File: src/rtl/cpu_ctrl_pkg.sv
// Shared definitions for the hardwired control sequencer: instruction and ALU
// opcodes, the step encoding, the control vector and opcode classification helpers.
package cpu_ctrl_pkg;

  localparam int unsigned OP_W = 5;

  // Instruction opcodes, IR[31:27]
  localparam logic [OP_W-1:0] OP_LD   = 5'b00000;
  localparam logic [OP_W-1:0] OP_LDI  = 5'b00001;
  localparam logic [OP_W-1:0] OP_ST   = 5'b00010;
  localparam logic [OP_W-1:0] OP_ADD  = 5'b00011;
  localparam logic [OP_W-1:0] OP_SUB  = 5'b00100;
  localparam logic [OP_W-1:0] OP_AND  = 5'b00101;
  localparam logic [OP_W-1:0] OP_OR   = 5'b00110;
  localparam logic [OP_W-1:0] OP_ROR  = 5'b00111;
  localparam logic [OP_W-1:0] OP_ROL  = 5'b01000;
  localparam logic [OP_W-1:0] OP_SHR  = 5'b01001;
  localparam logic [OP_W-1:0] OP_SHRA = 5'b01010;
  localparam logic [OP_W-1:0] OP_SHL  = 5'b01011;
  localparam logic [OP_W-1:0] OP_ADDI = 5'b01100;
  localparam logic [OP_W-1:0] OP_ANDI = 5'b01101;
  localparam logic [OP_W-1:0] OP_ORI  = 5'b01110;
  localparam logic [OP_W-1:0] OP_DIV  = 5'b01111;
  localparam logic [OP_W-1:0] OP_MUL  = 5'b10000;
  localparam logic [OP_W-1:0] OP_JR   = 5'b10101;
  localparam logic [OP_W-1:0] OP_MFHI = 5'b11000;
  localparam logic [OP_W-1:0] OP_MFLO = 5'b11001;
  localparam logic [OP_W-1:0] OP_NOP  = 5'b11010;
  localparam logic [OP_W-1:0] OP_HALT = 5'b11011;

  // ALU operation codes driven on the opcode output
  localparam logic [OP_W-1:0] ALU_NONE = 5'b00000;
  localparam logic [OP_W-1:0] ALU_ADD  = 5'b00011;
  localparam logic [OP_W-1:0] ALU_AND  = 5'b00101;
  localparam logic [OP_W-1:0] ALU_OR   = 5'b00110;

  typedef enum logic [3:0] {
    StReset,
    StT0,
    StT1,
    StT2,
    StT3,
    StT4,
    StT5,
    StT6,
    StT7,
    StHalt
  } step_e;

  // Where the sequencer goes after T2
  typedef enum logic [1:0] {
    ExitExec,
    ExitFetch,
    ExitHalt
  } exit_e;

  typedef struct packed {
    logic            pc_out;
    logic            mar_in;
    logic            inc_pc;
    logic            z_in;
    logic            zlow_out;
    logic            zhigh_out;
    logic            pc_in;
    logic            mdr_in;
    logic            mdr_out;
    logic            ir_in;
    logic            y_in;
    logic            gra;
    logic            grb;
    logic            grc;
    logic            r_in;
    logic            r_out;
    logic            ba_out;
    logic            c_out;
    logic            hi_in;
    logic            hi_out;
    logic            lo_in;
    logic            lo_out;
    logic            read;
    logic            write;
    logic [OP_W-1:0] alu_op;
    logic            run;
  } ctrl_t;

  function automatic logic is_ralu(logic [OP_W-1:0] op);
    return (op >= OP_ADD) && (op <= OP_SHL);
  endfunction

  function automatic logic is_imm(logic [OP_W-1:0] op);
    return (op >= OP_ADDI) && (op <= OP_ORI);
  endfunction

  // ld, ldi and st all form an effective address in T3/T4
  function automatic logic is_addr(logic [OP_W-1:0] op);
    return (op == OP_LD) || (op == OP_LDI) || (op == OP_ST);
  endfunction

  function automatic logic is_muldiv(logic [OP_W-1:0] op);
    return (op == OP_DIV) || (op == OP_MUL);
  endfunction

  function automatic logic [OP_W-1:0] alu_imm(logic [OP_W-1:0] op);
    logic [OP_W-1:0] res;
    res = ALU_ADD;
    if (op == OP_ANDI) res = ALU_AND;
    else if (op == OP_ORI) res = ALU_OR;
    return res;
  endfunction

  // Final step of an instruction; StT2 means no execute steps at all
  function automatic step_e last_step(logic [OP_W-1:0] op);
    step_e res;
    res = StT2;
    if (is_ralu(op) || is_imm(op) || (op == OP_LDI)) res = StT5;
    else if ((op == OP_LD) || (op == OP_ST)) res = StT7;
    else if (is_muldiv(op)) res = StT6;
    else if ((op == OP_MFHI) || (op == OP_MFLO) || (op == OP_JR)) res = StT3;
    return res;
  endfunction

  function automatic exit_e fetch_exit(logic [OP_W-1:0] op);
    exit_e res;
    res = ExitExec;
    if (op == OP_HALT) res = ExitHalt;
    else if (last_step(op) == StT2) res = ExitFetch;
    return res;
  endfunction

endpackage

File: src/rtl/ctrl_step_decode.sv
// Combinational decode of (step, instruction opcode) into the full control vector.
module ctrl_step_decode
  import cpu_ctrl_pkg::*;
(
  input  step_e           step,
  input  logic [OP_W-1:0] op,
  output ctrl_t           ctrl
);

  // Per-step strobe decode; everything defaults low so unused steps are inert
  always_comb begin
    ctrl     = '0;
    ctrl.run = (step != StReset) && (step != StHalt);
    unique case (step)
      StT0: begin
        ctrl.pc_out = 1'b1;
        ctrl.mar_in = 1'b1;
        ctrl.inc_pc = 1'b1;
        ctrl.z_in   = 1'b1;
      end
      StT1: begin
        ctrl.zlow_out = 1'b1;
        ctrl.pc_in    = 1'b1;
        ctrl.read     = 1'b1;
        ctrl.mdr_in   = 1'b1;
      end
      StT2: begin
        ctrl.mdr_out = 1'b1;
        ctrl.ir_in   = 1'b1;
      end
      StT3: begin
        if (is_ralu(op) || is_imm(op)) begin
          ctrl.grb   = 1'b1;
          ctrl.r_out = 1'b1;
          ctrl.y_in  = 1'b1;
        end else if (is_addr(op)) begin
          ctrl.grb    = 1'b1;
          ctrl.ba_out = 1'b1;
          ctrl.y_in   = 1'b1;
        end else if (is_muldiv(op)) begin
          ctrl.gra   = 1'b1;
          ctrl.r_out = 1'b1;
          ctrl.y_in  = 1'b1;
        end else if (op == OP_MFHI) begin
          ctrl.hi_out = 1'b1;
          ctrl.gra    = 1'b1;
          ctrl.r_in   = 1'b1;
        end else if (op == OP_MFLO) begin
          ctrl.lo_out = 1'b1;
          ctrl.gra    = 1'b1;
          ctrl.r_in   = 1'b1;
        end else if (op == OP_JR) begin
          ctrl.gra   = 1'b1;
          ctrl.r_out = 1'b1;
          ctrl.pc_in = 1'b1;
        end
      end
      StT4: begin
        if (is_ralu(op)) begin
          ctrl.grc    = 1'b1;
          ctrl.r_out  = 1'b1;
          ctrl.z_in   = 1'b1;
          ctrl.alu_op = op;
        end else if (is_imm(op)) begin
          ctrl.c_out  = 1'b1;
          ctrl.z_in   = 1'b1;
          ctrl.alu_op = alu_imm(op);
        end else if (is_addr(op)) begin
          ctrl.c_out  = 1'b1;
          ctrl.z_in   = 1'b1;
          ctrl.alu_op = ALU_ADD;
        end else if (is_muldiv(op)) begin
          ctrl.grb    = 1'b1;
          ctrl.r_out  = 1'b1;
          ctrl.z_in   = 1'b1;
          ctrl.alu_op = op;
        end
      end
      StT5: begin
        if (is_ralu(op) || is_imm(op) || (op == OP_LDI)) begin
          ctrl.zlow_out = 1'b1;
          ctrl.gra      = 1'b1;
          ctrl.r_in     = 1'b1;
        end else if ((op == OP_LD) || (op == OP_ST)) begin
          ctrl.zlow_out = 1'b1;
          ctrl.mar_in   = 1'b1;
        end else if (is_muldiv(op)) begin
          ctrl.zlow_out = 1'b1;
          ctrl.lo_in    = 1'b1;
        end
      end
      StT6: begin
        if (op == OP_LD) begin
          ctrl.read   = 1'b1;
          ctrl.mdr_in = 1'b1;
        end else if (op == OP_ST) begin
          ctrl.gra    = 1'b1;
          ctrl.r_out  = 1'b1;
          ctrl.mdr_in = 1'b1;
        end else if (is_muldiv(op)) begin
          ctrl.zhigh_out = 1'b1;
          ctrl.hi_in     = 1'b1;
        end
      end
      StT7: begin
        if (op == OP_LD) begin
          ctrl.mdr_out = 1'b1;
          ctrl.gra     = 1'b1;
          ctrl.r_in    = 1'b1;
        end else if (op == OP_ST) begin
          // MDR already holds the store data, so nothing drives the bus here
          ctrl.write = 1'b1;
        end
      end
      default: ;
    endcase
  end

endmodule

File: src/rtl/control_unit.sv
// Hardwired control sequencer for the single-bus DataPath: step register and
// next-step logic; strobes are a pure decode of the current step and IR opcode.
module control_unit
  import cpu_ctrl_pkg::*;
#(
  parameter int unsigned OPW = 5,
  parameter int unsigned IRW = 32
) (
  input  logic           clock,
  input  logic           clear,
  input  logic [IRW-1:0] ir,
  output logic           PCout,
  output logic           MARin,
  output logic           IncPC,
  output logic           Zin,
  output logic           Zlowout,
  output logic           Zhighout,
  output logic           PCin,
  output logic           MDRin,
  output logic           MDRout,
  output logic           IRin,
  output logic           Yin,
  output logic           Gra,
  output logic           Grb,
  output logic           Grc,
  output logic           Rin,
  output logic           Rout,
  output logic           BAout,
  output logic           Cout,
  output logic           HIin,
  output logic           HIout,
  output logic           LOin,
  output logic           LOout,
  output logic           Read,
  output logic           Write,
  output logic [OPW-1:0] opcode,
  output logic           run
);

  logic [OPW-1:0] op;
  logic           unused_ir;
  step_e          step_q;
  exit_e          exit_q;
  ctrl_t          ctrl;

  assign op        = ir[IRW-1 -: OPW];
  assign unused_ir = ^ir[IRW-OPW-1:0];

  // Step sequencing; the T2 exit uses a flag registered from the opcode seen
  // during fetch, later steps compare against ir directly since it is stable
  always_ff @(posedge clock) begin
    if (clear) begin
      step_q <= StReset;
      exit_q <= ExitExec;
    end else begin
      exit_q <= fetch_exit(op);
      unique case (step_q)
        StReset: step_q <= StT0;
        StT0:    step_q <= StT1;
        StT1:    step_q <= StT2;
        StT2: begin
          unique case (exit_q)
            ExitHalt:  step_q <= StHalt;
            ExitFetch: step_q <= StT0;
            default:   step_q <= StT3;
          endcase
        end
        StT3, StT4, StT5, StT6: begin
          if (step_q == last_step(op)) step_q <= StT0;
          else step_q <= step_e'(step_q + 4'd1);
        end
        StT7:    step_q <= StT0;
        StHalt:  step_q <= StHalt;
        default: step_q <= StReset;
      endcase
    end
  end

  ctrl_step_decode u_decode (
    .step (step_q),
    .op   (op),
    .ctrl (ctrl)
  );

  assign PCout    = ctrl.pc_out;
  assign MARin    = ctrl.mar_in;
  assign IncPC    = ctrl.inc_pc;
  assign Zin      = ctrl.z_in;
  assign Zlowout  = ctrl.zlow_out;
  assign Zhighout = ctrl.zhigh_out;
  assign PCin     = ctrl.pc_in;
  assign MDRin    = ctrl.mdr_in;
  assign MDRout   = ctrl.mdr_out;
  assign IRin     = ctrl.ir_in;
  assign Yin      = ctrl.y_in;
  assign Gra      = ctrl.gra;
  assign Grb      = ctrl.grb;
  assign Grc      = ctrl.grc;
  assign Rin      = ctrl.r_in;
  assign Rout     = ctrl.r_out;
  assign BAout    = ctrl.ba_out;
  assign Cout     = ctrl.c_out;
  assign HIin     = ctrl.hi_in;
  assign HIout    = ctrl.hi_out;
  assign LOin     = ctrl.lo_in;
  assign LOout    = ctrl.lo_out;
  assign Read     = ctrl.read;
  assign Write    = ctrl.write;
  assign opcode   = ctrl.alu_op;
  assign run      = ctrl.run;

endmodule

File: config.mk
export PLATFORM = sky130hd
export DESIGN_NAME = control_unit
export DESIGN_NICKNAME = d
export VERILOG_FILES = /design/src/rtl/cpu_ctrl_pkg.sv /design/src/rtl/ctrl_step_decode.sv /design/src/rtl/control_unit.sv
export SDC_FILE = /design/constraint.sdc
export NUM_CORES = 1
export LEC_CHECK = 0
export ABC_AREA = 1
export CAP_MARGIN = 20
export CORE_MARGIN = 8
export CORE_UTILIZATION = 41
export DETAILED_ROUTE_END_ITERATION = 12
export PLACE_DENSITY_LB_ADDON = 0.08
export SLEW_MARGIN = 20
export SYNTH_ARGS = -nofsm -noshare
export SYNTH_HDL_FRONTEND = slang
export SYNTH_HIERARCHICAL = 1
export SYNTH_SLANG_ARGS = --single-unit
File: constraint.sdc
create_clock -name clock -period 2.2 [get_ports clock]
set_input_delay 0.22 -clock clock [delete_from_list [all_inputs] [get_ports clock]]
set_output_delay 0.22 -clock clock [all_outputs]
set_load 0.02 [all_outputs]
==> reports/metrics.cfg, run 1 <==
[synth]
synth_top_area_share_pct = 19.3
synth_top_family_by_area = simple AND/OR/NAND/NOR gates
synth_cell_types = 24
synth.largest_area_cell = nand2_1
muxShareOfSynthArea_pct = 0
syn_nets = 246
synth-simple-area-share_pct = 52.3
synth_ff_type = dfxtp_1
yosys-top-cells-area = nand2_1 (19%), nor2_1 (13%), inv_1 (12%)
yosysWarnings = 6
synth_area_per_cell_um2 = 5.16
ys_async_sr_fraction_pct = 0
synth_area_mm2 = 0.00107
synth_edf_count = 0
seq_area_frac_synth_pct = 11.3
synthAdderAreaFrac_pct = 5.86
synth-compound-area-share_pct = 16.4
synth_cells = 207
ys_ff_latch = 6
synth_xor_area_share_pct = 0

[timing]
hold_slack_ns = 0.636
period_share_pct = 99.0
hold_violations = 0
tightest_slew_ns = 0.414
timing.fmax_mhz = 459
finClkSkew_ns = 0.00855
finalMaxSlewViolations = 0
finalSetupViolations = 0
rsz0062_at_grt = true
slew-limit-headroom_pct = 72.0
period_needed_ns = 2.18
worst_slack_ns = 0.0215

[placed_design]
dp_slack_ns = -0.123
port_buffers = 36
dp_cells = 293
dpl_cell_area_mm2 = 0.00162
gp_congestion = 0.896
dp_hpwl_um = 2830

[routing]
drtAntennaViolNets = 0
wire_per_inst_um = 11.4
num_vias = 1456
post-route-drc-count = 0
drtIter0Drc = 86
viasPerCell = 4.92
first_pass_iters = 4
routed_wl_um = 3370

[clock_tree]
root_buffer = clkbuf_4
cts_buffer_depth = 2
clk-insertion-delay-late_ns = 0.25
numCtsBuffers = 3
cts-htree-levels = 1
clkTransAtPathRegs_ns = 0.05
cts_setup_buffers = 0
hold_buffers = 0
clkSinkCount = 6
tritoncts = built

[layout]
final_cell_area_mm2 = 0.00164
num-nets-final = 307
stdcell_count = 296
syn_to_final_growth_pct = 53.2
final_common_cell = nand2_1
drive_gt1_share_pct = 15.4
diodes = 0
mostFrequentLayoutCells = nand2_1 (55), nor2_1 (36), inv_1 (34), buf_4 (23), dlygate4sd2_1 (18)

[setup_path]
crit_path_max_fanout = 6
crit_type = in2out
worstPathRequired_ns = 1.98
cp_data_arrival_time_ns = 1.96
crit_path_start_kind = primary input
end_kind = output pin

[power]
ir_drop_uv = 745
power_mw = 0.869
p_leak_nw = 1.00
p_per_area_mw_per_mm2 = 531

[floorplan]
die_w_um = 67.0
dieArea_mm2 = 0.00449
die_h_um = 67.0
ioPinCount = 64
rows = 18
initial_utilization_pct = 43.1
core_area_mm2 = 0.00248

[global_routing]
antenna_found_initial = 0
grt_pass1_wl_um = 5600
grtUsageTotal_pct = 15.5
grt_pass1_vias = 1326
grt_max_degree = 8
grt-ovfl-total = 0

[min_path]
hp-class = in2reg

[status]
outcome = complete, no violations

[job]
drv_cap = 0

cell families (layout without fill, tap and decap cells):
logic type,count (synthesis),count (layout)
AOI/OAI and AO/OA,31,31
adders and majority gates,5,5
buffers and inverters,38,97
DFF,6,6
and+or+nand+nor,127,127
routing by layer:
| layer | global-route usage (%) | routed length [µm] | vias up |
|---|---|---|---|
| met5 | 0 | 0 | - |
| met4 | 5.48 | 51 | 0 |
| met3 | 4.03 | 253 | 6 |
| met2 | 28.0 | 1560 | 34 |
| met1 | 16.8 | 1510 | 641 |
| li1 | - | - | 775 |
state kept, by name (all words and copies together) (netlist names):
signal and count:
step_q 4, exit_q 2
synthesized netlist by cell type (2+ instances only):
cell / n
nor2_2: 3
nor3_1: 4
buf_4: 2
nand2_2: 4
a21oi_1: 9
o21ai_0: 11
nand3_2: 3
nor2_1: 37
ha_1: 5
nand3_1: 15
nand4_1: 4
inv_1: 34
dfxtp_1: 6
nand2_1: 55
o21ai_1: 5
a21oi_2: 2
repair_timing:
| action | 4_1_cts | 5_1_grt |
|---|---|---|
| endpoints found under the setup margin | 20 | 7 |
| hold endpoints to repair | 0 | 0 |
| resized for setup | 19 | 6 |
| pin swaps | 0 | 0 |
worst max-delay path, stage by stage:
cell and delay [ns]:
clkdlybuf4s50_1 0.50, nor2_2 0.22, nand3_2 0.16, buf_4 0.17
nor2_1 0.08, clkdlybuf4s50_1 0.61
metrics by stage:
stage	util, %	TNS [ns]
floorplan	-	0
detailed placement	65.3	-1.29
finish	66.0	0
global route	66.0	-0.0705
global placement	65.3	-1.33
CTS	65.4	0
cell type report:
type | count | area, µm²
Clock buffer | 3 | 22.5
Fill cell | 255 | 842
Inverter | 35 | 131
Multi-Input combinational cell | 163 | 798
Sequential cell | 6 | 120
Tap cell | 30 | 37.5
Timing Repair Buffer | 59 | 526
report_power, final:
part / switching, mW / total, mW / internal, mW
registers: 0.0191 / 0.145 / 0.126
logic: 0.373 / 0.622 / 0.250
clock network: 0.0399 / 0.102 / 0.0617
total: 0.432 / 0.869 / 0.437
final timing paths:
path	from	to	slack, ns	cells after the start
worst max-delay path	ir[30]	BAout	0.02	6
worst min-delay path	clear	step_q[0]	0.64	2
worst max register to register	step_q[0]	step_q[0]	0.56	6
worst min register to register	exit_q[1]	step_q[2]	0.70	3
(Power assumes the default switching activity.)
==> run 2, diff against run 1 <==
--- a/config.mk
+++ b/config.mk
@@ -11,6 +11,7 @@
 export CORE_UTILIZATION = 41
 export DETAILED_ROUTE_END_ITERATION = 12
 export PLACE_DENSITY_LB_ADDON = 0.08
+export RECOVER_POWER = 25
 export SLEW_MARGIN = 20
 export SYNTH_ARGS = -nofsm -noshare
 export SYNTH_HDL_FRONTEND = slang
==> run 2 against run 1 <==
  * Total power down 0.86%
  * Final area is 1.5% lower
  * Non-clock buffer count unchanged
  * Sequential power barely moved
  * Count of clock-buffer cells in the layout unchanged
  * First-iteration DRC count shrank 8.1%
  * Clock power barely moved
==> reports/metrics.cfg, run 2 (synthesis results as in run 1) <==
[setup_path]
worstPathRequired_ns = 1.98  ; about the same
crit_top_cell = clkdlybuf4s50_1
cp_data_arrival_time_ns = 1.96  ; about the same
crit_path_max_fanout = 6  ; unchanged
crit_buf_inv = 3  ; unchanged
crit_type = in2out
critical-path-max-stage-delay_ns = 0.61  ; about the same
crit_family = buffers and inverters
cp_slowest_cell = clkdlybuf4s50_1
crit_path_start_kind = primary input
end_kind = output pin
worstPathCellList = clkdlybuf4s50_1 > nor2_2 > nand3_2 > buf_4 > nor2_1 > clkdlybuf4s50_1

[routing]
routed_wl_um = 3360  ; -0.53%
wire_per_inst_um = 11.3  ; -0.53%
viasPerCell = 4.89  ; -0.69%
drtIter0Drc = 79  ; -8.1%
num_vias = 1446  ; -0.69%
drtAntennaViolNets = 0  ; unchanged
post-route-drc-count = 0  ; unchanged
first_pass_iters = 4  ; unchanged

[placed_design]
dp_slack_ns = -0.123  ; unchanged
dp_cells = 293  ; unchanged
port_buffers = 36  ; unchanged
dp_hpwl_um = 2830  ; unchanged
gp_congestion = 0.896  ; unchanged

[power]
ir_drop_uv = 744  ; -0.14%
p_per_area_mw_per_mm2 = 535  ; +0.68%
p_leak_nw = 0.962  ; -4.0%

[clock_tree]
clk-insertion-delay-late_ns = 0.25  ; about the same
tritoncts = built
cts-htree-levels = 1  ; unchanged
numCtsBuffers = 3  ; unchanged
clkTransAtPathRegs_ns = 0.05  ; about the same
cts_buffer_depth = 2  ; unchanged
root_buffer = clkbuf_4
clkSinkCount = 6  ; unchanged

[layout]
largestRegisters = step_q (4), exit_q (2)
largest_register = step_q
diodes = 0  ; unchanged
syn_to_final_growth_pct = 50.9
num-nets-final = 307  ; unchanged
ff_latch_area_um2 = 120  ; unchanged
final_common_cell = nand2_1
fillers = 261  ; +2.4%
largest_reg_flops = 4  ; unchanged
drive_gt1_share_pct = 14.7  ; -0.75 points
stdcell_count = 296  ; unchanged
multi_input_area_um2 = 791  ; -0.94%
mostFrequentLayoutCells = nand2_1 (55), nor2_1 (37), inv_1 (34), buf_4 (23), dlygate4sd2_1 (18)

[timing]
tightest_slew_ns = 0.381  ; -0.0334 ns
timing.fmax_mhz = 458  ; -0.14%
slew-limit-headroom_pct = 74.3  ; +2.3 points
worst_slack_ns = 0.0183  ; -0.00316 ns
hold_violations = 0  ; unchanged
period_share_pct = 99.2  ; +0.14 points
rsz0062_at_grt = true
finClkSkew_ns = 0.00828  ; -0.000269 ns
finalMaxSlewViolations = 0  ; unchanged
period_needed_ns = 2.18  ; +0.00316 ns
finalSetupViolations = 0  ; unchanged

[global_routing]
grt_pass1_vias = 1326  ; unchanged
grt_pass1_wl_um = 5600  ; unchanged
grt_max_degree = 8  ; unchanged
grt-ovfl-total = 0  ; unchanged
antenna_found_initial = 0  ; unchanged
grtUsageTotal_pct = 15.5  ; unchanged

[status]
outcome = complete, no violations

[floorplan]
ioPinCount = 64  ; unchanged
die_w_um = 67.0  ; unchanged
initial_utilization_pct = 43.1  ; unchanged
core_area_mm2 = 0.00248  ; unchanged
rows = 18  ; unchanged
dieArea_mm2 = 0.00449  ; unchanged
die_h_um = 67.0  ; unchanged

[job]
drv_cap = 0  ; unchanged

[min_path]
hp-class = in2reg

run 2: final cells by class:
type	count	share of cell area [%]
clock buffers	3	1.40
multi-input cells	163	49.1
repair buffers	59	31.5
inverters	35	8.16
well taps	30	2.33
flip-flops and latches	6	7.46
run 2: layer usage:
| layer | track usage (%) | vias to the layer above | wire, µm |
|---|---|---|---|
| li1 | - | 774 | - |
| met1 | 16.8 | 636 | 1500 |
| met2 | 28.0 | 32 | 1570 |
| met3 | 4.03 | 4 | 246 |
| met4 | 5.48 | 0 | 35 |
| met5 | 0 | - | 0 |
run 2: stage by stage:
stage	total power, mW	hold slack (ns)	utilization [%]	TNS [ns]	area (µm²)
4_1_cts	0.875	0.633	65.4	0	1620
2_1_floorplan	0.523	0.282	-	0	1070
3_3_place_gp	0.785	0.680	65.3	-1.33	1620
5_1_grt	0.946	0.662	65.0	-0.0705	1610
3_5_place_dp	0.791	0.690	65.3	-1.29	1620
6_report	0.861	0.636	65.0	0	1610
run 2: final timing paths:
path | start | end | slack (ns) | depth (start not counted)
worst max-delay path | ir[30] | BAout | 0.02 | 6
worst min-delay path | clear | step_q[0] | 0.64 | 2
worst max register to register | step_q[0] | step_q[1] | 0.59 | 10
worst min register to register | exit_q[1] | step_q[2] | 0.70 | 3
run 2: what timing repair did:
item                                    in CTS  in global routing
hold endpoints to repair                     0                  0
buffers inserted                             0                  0
hold buffers                                 0                  0
gates resized for setup                     19                  6
endpoints found under the setup margin      20                  7
gates cloned                                 0                  0
run 2: report_power, final:
part	internal [mW]	switching [mW]	leakage, nW
Clock	0.0617	0.0395	0.0138
Sequential	0.126	0.0190	0.0491
Combinational	0.244	0.372	0.899
Total	0.431	0.430	0.962
run 2: worst register-to-register path: cells and delay by family, from the launching register on:
| kind | cells | cell delay, ns |
|---|---|---|
| compound gates | 2 | 0.18 |
| simple gates | 4 | 0.31 |
| buf+inv | 3 | 0.35 |
| fa+ha+maj | 1 | 0.24 |
| flops | 1 | 0.42 |
==> run 3, diff against run 2 <==
--- a/config.mk
+++ b/config.mk
@@ -7,8 +7,10 @@
 export LEC_CHECK = 0
 export ABC_AREA = 1
 export CAP_MARGIN = 20
+export CELL_PAD_IN_SITES_DETAIL_PLACEMENT = 0
+export CELL_PAD_IN_SITES_GLOBAL_PLACEMENT = 2
 export CORE_MARGIN = 8
-export CORE_UTILIZATION = 41
+export CORE_UTILIZATION = 18
 export DETAILED_ROUTE_END_ITERATION = 12
 export PLACE_DENSITY_LB_ADDON = 0.08
 export RECOVER_POWER = 25
@@ -17,3 +19,4 @@
 export SYNTH_HDL_FRONTEND = slang
 export SYNTH_HIERARCHICAL = 1
 export SYNTH_SLANG_ARGS = --single-unit
+export TNS_END_PERCENT = 100
==> run 3 against run 2 <==
  * Wire length grew 21%
  * Combinational power is essentially flat
  * First-iteration DRC count shrank 51%
  * Hold slack gained 0.056 ns
  * Setup slack gained 0.093 ns
  * Largest power group unchanged
==> reports/metrics.cfg, run 3 (synthesis results as in run 1) <==
[global_routing]
grtUsageTotal_pct = 9.78  ; -5.7 points
antenna_found_initial = 0  ; unchanged
grt-ovfl-total = 0  ; unchanged
grt_pass1_vias = 1498  ; +13%
met3_usage_pct = 1.60  ; -2.4 points
grt_pass1_wl_um = 7090  ; +27%
top_usage_layer = met2
met2_usage_pct = 17.8  ; -10 points
grt_max_degree = 9  ; +1
met1_usage_pct = 11.7  ; -5.1 points

[power]
p_leak_nw = 0.914  ; -5.0%
p_int_mw = 0.482  ; +12%
p_seq_share_pct = 15.6  ; -1.2 points
ir_drop_uv = 268  ; -64%
netSwitchingPower_mw = 0.432  ; +0.54%
power_frac_clock_pct = 17.2  ; +5.4 points
p_comb_share_pct = 67.1  ; -4.3 points
netSwitchingFraction_pct = 47.3  ; -2.7 points
p_per_area_mw_per_mm2 = 541  ; +1.1%

[routing]
drtIter0Drc = 39  ; -51%
first_pass_iters = 4  ; unchanged
drtAntennaViolNets = 0  ; unchanged
viasPerCell = 4.28  ; -12%
post-route-drc-count = 0  ; unchanged
num_vias = 1463  ; +1.2%
wire_per_inst_um = 11.9  ; +4.9%
routed_wl_um = 4070  ; +21%

[setup_path]
crit_path_max_fanout = 4  ; -2
crit_type = in2out
cp_data_arrival_time_ns = 1.87  ; -0.09 ns
worstPathRequired_ns = 1.98  ; about the same
crit_path_start_kind = primary input
end_kind = output pin

[clock_tree]
cts_buffer_depth = 2  ; unchanged
hold_buffers = 0  ; unchanged
clkSinkCount = 6  ; unchanged
clkTransAtPathRegs_ns = 0.03  ; -0.02 ns
numCtsBuffers = 3  ; unchanged
cts-htree-levels = 1  ; unchanged
cts_setup_buffers = 0  ; unchanged
root_buffer = clkbuf_8
clk-insertion-delay-late_ns = 0.22  ; -0.03 ns
tritoncts = built

[layout]
largestRegisters = step_q (4), exit_q (2)
largest_register = step_q
fillers = 713  ; +170%
drive_gt1_share_pct = 16.5  ; +1.8 points
stdcell_count = 342  ; +16%
final_common_cell = nand2_1
num-nets-final = 308  ; +0.33%
diodes = 0  ; unchanged
syn_to_final_growth_pct = 58.5
largest_reg_flops = 4  ; unchanged
mostFrequentLayoutCells = nand2_1 (55), nor2_1 (35), inv_1 (34), buf_4 (23), dlygate4sd2_1 (19)
final_cell_area_mm2 = 0.00169  ; +5.1%

[status]
outcome = complete, no violations

[timing]
tightest_slew_ns = 0.318  ; -0.0629 ns
period_share_pct = 95.0  ; -4.2 points
hold_slack_ns = 0.692  ; +0.0564 ns
rsz0062_at_grt = false
hold_violations = 0  ; unchanged
finalSetupViolations = 0  ; unchanged
finClkSkew_ns = 0.000149  ; -0.00813 ns
timing.fmax_mhz = 479  ; +4.4%
finalMaxSlewViolations = 0  ; unchanged
slew-limit-headroom_pct = 78.7  ; +4.4 points
period_needed_ns = 2.09  ; -0.0925 ns

[floorplan]
rows = 28  ; +10
initial_utilization_pct = 18.4  ; -25 points
die_w_um = 93  ; +39%
ioPinCount = 64  ; unchanged
die_h_um = 93  ; +39%
dieArea_mm2 = 0.00865  ; +93%
core_area_mm2 = 0.00582  ; +130%

[placed_design]
dpl_cell_area_mm2 = 0.00168  ; +3.9%
gp_congestion = 0.773  ; -14%
dp_hpwl_um = 3580  ; +27%
dp_cells = 339  ; +16%
port_buffers = 36  ; unchanged

[min_path]
hp-class = reg2reg

[job]
drv_cap = 0  ; unchanged

## run 3: cell count changes in the layout (fill, tap and decap cells not counted), moves of 2 or more
cell,change
clkdlybuf4s50_1,-4
nor2_1,-2
dlymetal6s2s_1,-4
dlygate4sd3_1,+2
clkbuf_4,-2
clkbuf_8,+3
clkdlybuf4s15_1,+4
## run 3: cell type report
cell class,count,area (µm²),area share (%)
multi-input cells,163,806,47.6
well taps,75,93.8,5.55
clock buffers,3,41.3,2.44
inverters,35,131,7.77
repair buffers,60,499,29.5
flip-flops and latches,6,120,7.10
## run 3: what timing repair did
action,4_1_cts,5_1_grt
setup endpoints to repair,25,7
hold endpoints to repair,0,0
resized for setup,26,10
## run 3: per-stage QoR
| stage | util [%] | setup TNS [ns] | total power, mW | worst slack [ns] |
|---|---|---|---|---|
| floorplan | - | 0 | 0.523 | 0.596 |
| global placement | 28.9 | -3.37 | 0.815 | -0.214 |
| detailed placement | 28.9 | -2.82 | 0.807 | -0.190 |
| CTS | 29.2 | 0 | 0.936 | 0.00361 |
| global route | 29.1 | 0 | 1.00 | 0.00328 |
| finish | 29.1 | 0 | 0.915 | 0.111 |
## run 3: worst max-delay path: stages
cell and delay [ns]:
clkdlybuf4s50_1 0.46, nor2_2 0.24, nand2_1 0.08, nand2_1 0.10, inv_1 0.07, nor2_1 0.09
clkdlybuf4s50_1 0.61
## run 3: path summary, 6_finish.rpt
path	startpoint	to	slack, ns	cells after the start
hold reg to reg	exit_q[1]	step_q[2]	0.69	3
setup / recovery	ir[28]	Yin	0.11	7
setup reg to reg	step_q[0]	step_q[1]	0.58	10
hold / removal	exit_q[1]	step_q[2]	0.69	3
## run 3: routing by layer
metal  vias up  share of wire, %
li1        773                 -
met1       652                46
met2        36                49
met3         2               4.9
met4         0             0.049
met5         -                 0
## run 3: power by group through the flow
stage	Combinational, mW	Clock (mW)	Sequential, mW
finish	0.614	0.158	0.143
global route	0.689	0.168	0.148
CTS	0.631	0.160	0.144
detailed placement	0.661	0	0.146
global placement	0.670	0	0.145
floorplan	0.367	0	0.156
==> variant 1 (settings of run 2) <==
Register the output `LOout`; this adds one clock of latency there. The other outputs are not delayed to match.
--- a/src/rtl/control_unit.sv
+++ b/src/rtl/control_unit.sv
@@ -103,7 +103,9 @@
   assign HIin     = ctrl.hi_in;
   assign HIout    = ctrl.hi_out;
   assign LOin     = ctrl.lo_in;
-  assign LOout    = ctrl.lo_out;
+  always_ff @(posedge clock) begin
+    LOout <= ctrl.lo_out;
+  end
   assign Read     = ctrl.read;
   assign Write    = ctrl.write;
   assign opcode   = ctrl.alu_op;
Check against the original RTL: not equivalent (a bounded check fails within 10 cycles, from zero or initial values).
==> variant 1 against run 2 <==
  * Final cell count is 0.34% higher
  * Clock skew down 0.0045 ns
  * Highest routed layer unchanged
  * Cell area rose by 1.7%
  * Fmax increased by 2.2%
  * Global-route usage fell by 1.1 points
  * Total power is 2.0% higher
  * Wire length shrank 2.3%
  * Synthesized area grew 2.5%
  * Core utilization increased by 0.52 points
  * Sequential cell count up 1
  * Worst setup slack improved by 0.046 ns
  * Worst hold slack worse by 0.021 ns
  * Largest power group unchanged
==> variant 1: results (changes against run 2) <==
synth_cell_types: 26  # +8.3%
crit_cells: 7  # +1
synth-seq-area-share_pct: 12.8  # +1.6 points
reg.largest.list: "step_q x4, exit_q x2, LOout x1"
met1_usage_pct: 18.1  # +1.3 points
hold_depth: 4  # +2
skew_ns: 0.00379  # -0.00449 ns
hold_start: "ir[29]"
drive_above_1_share_pct: 16.5  # +1.8 points
p_seq_share_pct: 19.0  # +2.2 points
status: "finished clean"
met3_usage_pct: 3.64  # -0.38 points
synth.avg_cell_area_um2: 5.26  # +2.0%
postPlaceCellArea_um2: 1640  # +1.2%
crit_arrival_ns: 1.92  # -0.04 ns
hold_slack_ns: 0.615  # -0.0212 ns
grt_use_total_pct: 14.4  # -1.1 points
drt-wirelength-per-cell_um: 11.0  # -2.7%
p_leak_nw: 0.954  # -0.80%
hpwl_mm: 2.73  # -3.4%
routed-via-count: 1437  # -0.62%
slew_headroom_pct: 80.5  # +6.2 points
reg2reg_slack_ns: 0.63  # +0.04 ns
crit_path_max_fanout: 5  # -1
gp_congestion: 0.878  # -2.0%
fill_cells: 271  # +3.8%
routed_wl_mm: 3.28  # -2.3%
min_to: "exit_q[1]"
synth_common_cells: "nand2_1 (54), nor2_1 (37), inv_1 (34)"
==> variant 1: cell types whose count changed after synthesis, sizes merged <==
cell,before,now
nand3,18,17
nor3,4,5
o21ai,16,17
or4,0,1
dfxtp,6,7
a211oi,0,1
o311ai,1,0
a21oi,11,10
nand4,4,3
==> variant 1: kinds of logic (layout without fill, tap and decap cells) <==
logic type                 after synthesis  count (layout)  share of synthesized area (%)
and+or+nand+nor                        127             127                           51.4
buffers and inverters                   38              97                           13.8
AOI/OAI and AO/OA                       31              31                           16.2
DFF                                      7               7                           12.8
adders and majority gates                5               5                           5.72
==> variant 1: final cells by class <==
type	instances	area (um^2)	area share, %
Inverter	35	131	8.02
Clock buffer	4	26.3	1.60
Tap cell	30	37.5	2.29
Multi-Input combinational cell	163	810	49.4
Timing Repair Buffer	58	492	30.0
Sequential cell	7	141	8.63
==> variant 1: worst min-delay path, delay by kind of cell <==
| family | cells | cell delay (ns) |
|---|---|---|
| buffers and inverters | 2 | 0.42 |
| AND/OR/NAND/NOR | 2 | 0.17 |
==> variant 2 (flow settings as in run 2) <==
Made on the original files. Register the inputs `clear` and `ir` before use, without a reset. The logic sees them one clock later.
--- a/src/rtl/control_unit.sv
+++ b/src/rtl/control_unit.sv
@@ -37,19 +37,27 @@
   output logic           run
 );
 
+  logic clear_q;
+  logic [IRW-1:0] ir_q;
+
+  always_ff @(posedge clock) begin
+    clear_q <= clear;
+    ir_q    <= ir;
+  end
+
   logic [OPW-1:0] op;
   logic           unused_ir;
   step_e          step_q;
   exit_e          exit_q;
   ctrl_t          ctrl;
 
-  assign op        = ir[IRW-1 -: OPW];
-  assign unused_ir = ^ir[IRW-OPW-1:0];
+  assign op        = ir_q[IRW-1 -: OPW];
+  assign unused_ir = ^ir_q[IRW-OPW-1:0];
 
   // Step sequencing; the T2 exit uses a flag registered from the opcode seen
   // during fetch, later steps compare against ir directly since it is stable
   always_ff @(posedge clock) begin
-    if (clear) begin
+    if (clear_q) begin
       step_q <= StReset;
       exit_q <= ExitExec;
     end else begin
Check against the original RTL: not equivalent (a bounded check fails within 4 cycles, from zero or initial values).
==> variant 2 against run 2 <==
  * Synthesized area grew 7.0%
  * Cell area shrank 0.85%
  * Total power grew 22%
  * Sequential cell count grew 6
  * Final cell count shrank 7.8%
  * Sequential power grew 99%
  * Register-to-register slack lost 0.02 ns
  * Wire length shrank 0.51%
  * Worst setup slack gained 0.16 ns
==> variant 2: results (changes against run 2) <==
use_met2_pct: 26.0  # -1.9 points
met3_usage_pct: 1.94  # -2.1 points
grt_max_degree: 10  # +2
worstMarginPinSlew_ns: 0.277  # -0.104 ns
hpwl_mm: 2.69  # -4.7%
gp_congestion: 0.904  # +0.93%
reg2reg_slack_ns: 0.57  # -0.02 ns
grt_use_total_pct: 14.5  # -0.94 points
synth_cell_types: 23  # -4.2%
hold_start: "ir[29]"
synth_cells: 202  # -2.4%
hold_slack_ns: 0.488  # -0.148 ns
met1_usage_pct: 16.5  # -0.27 points
power_switching_share_pct: 45.3  # -4.7 points
p_seq_share_pct: 27.5  # +11 points
clkPwrFrac_pct: 16.7  # +4.9 points
r2r_cells: 13  # +3
dr_wl_met3_um: 292  # +19%
insertion_delay_ns: 0.27  # +0.02 ns
drt_iter0_markers: 105  # +33%
dp_slack_ns: 0.165  # +0.288 ns
worstReg2RegEnd: "step_q[0]"
reg.largest.list: "ir_q x5, step_q x4, exit_q x2"
clk_transition_reported_paths_ns: 0.07  # +0.02 ns
drive_above_1_share_pct: 12.8  # -1.9 points
wirelength_met1_mm: 1.42  # -5.4%
crit_arrival_ns: 1.80  # -0.16 ns
min_to: "ir_q[29]"
syn-num-nets: 241  # -2.0%
skew_ns: 0.000381  # -0.00790 ns
hold_depth: 1  # -1
synth_area_leaders: "dfxtp_1 (21%), nand2_1 (18%), nor2_1 (11%)"
status: "finished clean"
p_leak_nw: 0.980  # +1.9%
avgViaCountPerCell: 5.05  # +3.4%
dp.cells: 269  # -8.2%
layout.nets: 282  # -8.1%
met2_length_mm: 1.54  # -1.6%
synth-seq-area-share_pct: 21.0  # +9.8 points
startpoint: "step_q[3]"
[variant 2: layout make-up]
| class | instances | share of cell area [%] |
|---|---|---|
| Sequential cell | 12 | 15.5 |
| Inverter | 31 | 7.29 |
| Clock buffer | 4 | 2.27 |
| Tap cell | 31 | 2.43 |
| Timing Repair Buffer | 39 | 24.2 |
| Multi-Input combinational cell | 156 | 48.3 |
[variant 2: worst max path at each step]
| stage | end | slack [ns] | depth (start not counted) |
|---|---|---|---|
| floorplan | Zin | 0.59 | 4 |
| global placement | Gra | 0.18 | 7 |
| detailed placement | Gra | 0.16 | 7 |
| CTS | Write | 0.005 | 6 |
| global route | Rin | 0.02 | 8 |
| finish | Yin | 0.18 | 6 |
[variant 2: logic make-up after synthesis]
group,share of synthesized area [%]
and+or+nand+nor,49.8
buffers and inverters,11.9
AOI/OAI and AO/OA,11.0
DFF,21.0
adders and majority gates,5.48
xor gates and xnor gates,0.767
[variant 2: timing repair]
action,4_1_cts,5_1_grt
resized for setup,20,12
setup endpoints to repair,20,10
gates cloned,0,0
